[config.mk]
export PLATFORM = sky130hd
export DESIGN_NAME = one_hot_grant_decoder
export DESIGN_NICKNAME = d
export VERILOG_FILES = /design/src/rtl/one_hot_grant_decoder.sv
export SDC_FILE = /design/constraint.sdc
export NUM_CORES = 1
export LEC_CHECK = 0
export BUFFER_PORTS_ARGS = -buffer_cell sky130_fd_sc_hd__buf_2
export CORE_AREA = 2 2 39 41
export CTS_BUF_LIST = sky130_fd_sc_hd__clkbuf_2 sky130_fd_sc_hd__clkbuf_4 sky130_fd_sc_hd__clkbuf_8
export CTS_CLUSTER_DIAMETER = 80
export DETAILED_ROUTE_END_ITERATION = 8
export DIE_AREA = 0 0 41 43
export PLACE_DENSITY_LB_ADDON = 0.05
export SYNTH_ARGS = -nofsm -noshare
export SYNTH_HDL_FRONTEND = slang
export SYNTH_SLANG_ARGS = --single-unit
[constraint.sdc]
create_clock -name Clock_In -period 1.7 [get_ports Clock_In]
set_input_delay 0.255 -clock Clock_In [delete_from_list [all_inputs] [get_ports Clock_In]]
set_output_delay 0.255 -clock Clock_In [all_outputs]
set_load 0.05 [all_outputs]
[src/rtl/one_hot_grant_decoder.sv]
`default_nettype none
// ============================================================================
//  Module      : one_hot_grant_decoder
//  Description : Receiving end of the priority-encoder interface. Accepts an
//                encoded index while idle and turns it into a registered
//                one-hot grant. The grant is held until the requester
//                acknowledges it (honoured only after a minimum hold time)
//                or until a timeout forces it off.
//  Ports       :
//    Clock_In          in   1             rising-edge clock
//    Reset_In          in   1             asynchronous active-high reset
//    Valid_In          in   1             Encoded_Value_In is valid
//    Encoded_Value_In  in   SEL_WIDTH     index to grant
//    Ready_Out         out  1             idle, a request can be accepted
//    Ack_In            in   1             requester releases current grant
//    Grant_Out         out  2**SEL_WIDTH  registered one-hot grant
//    Grant_Valid_Out   out  1             registered, equals |Grant_Out
//    Timeout_Out       out  1             one-cycle pulse on forced release
//  Revision    : 1.0 - initial release
// ============================================================================
module one_hot_grant_decoder #(
  parameter int SEL_WIDTH      = 2,
  parameter int HOLD_CYCLES    = 4,
  parameter int TIMEOUT_CYCLES = 15
) (
  input  logic                      Clock_In,
  input  logic                      Reset_In,
  input  logic                      Valid_In,
  input  logic [SEL_WIDTH-1:0]      Encoded_Value_In,
  output logic                      Ready_Out,
  input  logic                      Ack_In,
  output logic [(1<<SEL_WIDTH)-1:0] Grant_Out,
  output logic                      Grant_Valid_Out,
  output logic                      Timeout_Out
);

  localparam int GRANT_WIDTH = 1 << SEL_WIDTH;
  localparam int CNT_WIDTH   = $clog2(TIMEOUT_CYCLES + 1);

  localparam logic [CNT_WIDTH-1:0]   c_cnt_one     = CNT_WIDTH'(1);
  localparam logic [CNT_WIDTH-1:0]   c_hold        = CNT_WIDTH'(HOLD_CYCLES);
  localparam logic [CNT_WIDTH-1:0]   c_timeout     = CNT_WIDTH'(TIMEOUT_CYCLES);
  localparam logic [GRANT_WIDTH-1:0] c_grant_one   = GRANT_WIDTH'(1);

  localparam logic [1:0] ST_IDLE    = 2'd0;
  localparam logic [1:0] ST_GRANT   = 2'd1;
  localparam logic [1:0] ST_RELEASE = 2'd2;

  logic [1:0]             r_state;
  logic [CNT_WIDTH-1:0]   r_count;
  logic [GRANT_WIDTH-1:0] r_grant;
  logic                   r_grant_valid;
  logic                   r_ready;
  logic                   r_timeout;

  logic [GRANT_WIDTH-1:0] w_decoded;
  logic                   w_accept;
  logic                   w_ack_ok;
  logic                   w_expired;

  // The decoded index is only consumed on the accepting edge, so an
  // undefined index while Valid_In is low never reaches a register.
  assign w_decoded = c_grant_one << Encoded_Value_In;
  assign w_accept  = Valid_In && r_ready;

  // r_count is the 1-based number of the current grant cycle, so an ack is
  // honoured only once the grant has been visible for HOLD_CYCLES cycles.
  // An early ack is simply dropped; nothing remembers it.
  assign w_ack_ok  = Ack_In && (r_count >= c_hold);
  assign w_expired = (r_count == c_timeout);

  always_ff @(posedge Clock_In or posedge Reset_In) begin
    if (Reset_In) begin
      r_state       <= ST_IDLE;
      r_count       <= '0;
      r_grant       <= '0;
      r_grant_valid <= 1'b0;
      r_ready       <= 1'b0;
      r_timeout     <= 1'b0;
    end else begin
      case (r_state)
        ST_IDLE: begin
          r_timeout <= 1'b0;
          if (w_accept) begin
            r_grant       <= w_decoded;
            r_grant_valid <= 1'b1;
            r_ready       <= 1'b0;
            r_count       <= c_cnt_one;
            r_state       <= ST_GRANT;
          end else begin
            // Covers the first edge after reset release, where Ready_Out
            // is still low and Valid_In must not be taken.
            r_ready <= 1'b1;
          end
        end

        ST_GRANT: begin
          if (w_ack_ok) begin
            // Ack has priority over a coincident timeout.
            r_grant       <= '0;
            r_grant_valid <= 1'b0;
            r_count       <= '0;
            r_state       <= ST_RELEASE;
          end else if (w_expired) begin
            r_grant       <= '0;
            r_grant_valid <= 1'b0;
            r_timeout     <= 1'b1;
            r_count       <= '0;
            r_state       <= ST_RELEASE;
          end else if (r_count != c_timeout) begin
            r_count <= r_count + c_cnt_one;
          end
        end

        ST_RELEASE: begin
          r_timeout <= 1'b0;
          r_ready   <= 1'b1;
          r_state   <= ST_IDLE;
        end

        default: begin
          // Unreachable encoding: fall back to a clean idle state.
          r_state       <= ST_IDLE;
          r_count       <= '0;
          r_grant       <= '0;
          r_grant_valid <= 1'b0;
          r_ready       <= 1'b0;
          r_timeout     <= 1'b0;
        end
      endcase
    end
  end

  assign Grant_Out       = r_grant;
  assign Grant_Valid_Out = r_grant_valid;
  assign Ready_Out       = r_ready;
  assign Timeout_Out     = r_timeout;

endmodule
`default_nettype wire

==> summary.txt <==
Timing
  – Fin. max-slew vios: 0
  – Post-route clock period utilization: 78.65%
  – Min Tclk post-route: 1.337 ns
  – Fmax: 0.7480 GHz
  – Worst-margin pin slew: between 0.4 and 0.5 ns
  – Final setup fails: 0
  – Hold_ws: 0.3442 ns
  – Worst slew margin: 66.87%
  – Setup ws final: roughly 0.36 ns
  – Setup TNS: 0 ns
  – RSZ-0062 raised after global routing: false
  – Final Hold Vio Count: 0
  – Worst Skew: between 0.003 and 0.004 ns

Floorplanning
  – Core Area: between 1000 and 1500 um^2
  – Die width: 41 um
  – Total die area: about 1800 um^2
  – Die extent in y: about 43 um
  – I/O pins: 13
  – FP Rows: 14
  – Starting Density: about 48%

Detailed routing
  – WL/cell: about 14 um
  – Vias: between 500 and 600
  – Remaining antenna violation count: 0
  – Vias/cell: 5.602
  – DRT Pass-1 Iters: 4
  – DRC: 0
  – Post-Route WL: about 1300 um
  – Drt initial violations: 18

Placed design
  – Port bufs: 12
  – Placer Congestion: 0.7011
  – Placement Setup Slack: 0.3819 ns
  – Post-DP HPWL: approximately 930 um
  – Placed cell areas: about 740 um^2

Worst setup path
  – Worst path slowest cell: dfrtp_1
  – Crit. End Element: flop
  – Critical path type: reg2reg
  – Critical path data arrival time: approximately 1.5 ns
  – CP required: approximately 1.9 ns
  – Crit-path cells: ha_1 > nand3_1 > and3_1 > o2bb2ai_1
  – Worst path max stage delay: ~0.42 ns
  – R2R depth: 4
  – Reg2reg end: Grant_Out[2]
  – Reg2reg setup slack: about 0.36 ns
  – Critical path startpoint category: flop
  – Worst R2R Start: r_count[0]
  – Critical Path Fanout Max: 5

Finish
  – Total Nets Final: 85
  – Layout cells sized above 1: 27.27%
  – Most frequent cells in the layout: dfrtp_1, buf_2, nor2_1
  – Antenna Cells: 0
  – Commonest non-fill, non-tap cell in the layout: dfrtp_1
  – Post-layout util: 56.51%
  – P&R area growth vs syn: 16.60%
  – Design area: about 780 um^2

Synthesis
  – Flops & latches, synth: 13
  – Mean Syn Cell Area: 10.99 um^2
  – Synth cell types: 26
  – Mapped Area: between 600 and 700 um^2
  – Warning count from the yosys run: 0
  – Register area share after synthesis: about half
  – Syn Nets: 68
  – Cells after Synth: 61

Worst hold path
  – Hold Path Class: in2reg
  – Hold Path Depth: 3
  – WHS Endpoint: Timeout_Out
  – Min-delay src: Ack_In

Global route
  – All-layer global routing usage: a little under a fifth
  – First-pass GRT wire length: between 2000 and 2500 um
  – Grt ovf: 0
  – Vias in the first global route: approximately 460
  – Largest net degree at the start of global routing: 14
  – Initial antenna violation count: 0

Clock network
  – Clock buffer depth: 2
  – Post-CTS Setup Bufs: 0
  – Clk sinks: 13
  – CTS Root Cell: clkbuf_4
  – CTS clk-pin slew, worst paths: ~0.080 ns
  – H-tree levels: 1
  – Clock Latency Late Sink: approximately 0.27 ns
  – CTS tree: built
  – Cts bufs inserted: 3

Pwr
  – Maximum VDD drop: roughly 0.00093 V
  – Leakage power: 0.3727 nW
  – Power Dens Cells: between 1500 and 2000 nW/um^2

Run status
  – Run status: completed

Flow run
  – Max-Cap Viols: 0
==> layer usage <==
layer,routed length [um],global-route usage [%],up-vias
met1,611,26.10,250
met3,59,4.712,2
met5,0,0,-
met4,18,12.00,0
li1,-,-,259
met2,607,24.38,10
==> critical path: cells and delay by family, from the launching register on <==
family | cells | cell delay (ns)
AO/OA/AOI/OAI | 1 | 0.16
flip-flops | 1 | 0.42
adder cells (fa/ha/maj) | 1 | 0.24
AND/OR/NAND/NOR | 2 | 0.44
==> registers in the layout, indices dropped and copies added (netlist names) <==
name             flops
Grant_Out            4
r_count              4
r_state              2
Grant_Valid_Out      1
Ready_Out            1
Timeout_Out          1
==> cells by family after synthesis <==
logic type      count (synthesis)  synth area share, %
flops                          13                48.51
compound gates                 15                16.98
fa+ha+maj                       1                1.865
buf+inv                         6                4.663
simple gates                   22                22.02
mux                             4                5.970
==> final cells by class <==
cell class,count,area [um^2]
multi-input combinational,42,314.1
clock buffer,4,30.03
timing repair buffer,14,77.57
inverter,4,15.01
tap,16,20.02
fill,135,601.8
sequential,13,325.3
==> report_power, final <==
group / internal [mW] / switching [mW]
logic: 0.276 / 0.496
registers: 0.433 / 0.122
clock network: 0.107 / 0.101
total: 0.816 / 0.719
==> Yosys cell counts <==
cell type,instances,area share (%)
dfrtp_1,13,49
nor2_1,5,2.8
inv_1,4,2.2
mux2i_1,4,6.0
nand3_1,4,3.0
o2bb2ai_1,4,5.2
a31oi_1,2,1.9
and3b_1,2,2.6
nand2b_4,2,4.1
nand3b_1,2,2.2
nor2b_1,2,1.9
o21a_1,2,2.2
o21ai_0,2,1.5
a21oi_1,1,0.75
and2b_4,1,1.5
and3_1,1,0.93
buf_2,1,0.75
buf_6,1,1.7
ha_1,1,1.9
nand2_1,1,0.56
nand4_1,1,0.93
o21ai_1,1,0.75
o21ai_4,1,2.4
o221ai_1,1,1.3
o22ai_1,1,0.93
or4b_1,1,1.5
==> repair_timing <==
item                      4_1_cts  5_1_grt
hold endpoints to repair        6        0
gates resized for setup         0        0
hold buffers                    1        0
==> per-stage QoR <==
step	instances	power [mW]
global placement	88	1.327
detailed placement	88	1.336
floorplan	61	1.175
global route	93	1.643
CTS	93	1.547
finish	93	1.535
==> worst max-delay path by stage <==
stage               startpoint           end  slack (ns)  depth (start not counted)
floorplan            Ready_Out  Grant_Out[0]        0.31                          4
global placement    r_count[0]  Grant_Out[0]        0.39                          4
detailed placement  r_count[0]  Grant_Out[2]        0.38                          4
CTS                 r_count[0]  Grant_Out[2]        0.36                          4
global route        r_count[0]  Grant_Out[2]        0.28                          4
finish              r_count[0]  Grant_Out[2]        0.36                          4
(Power assumes the default switching activity.)
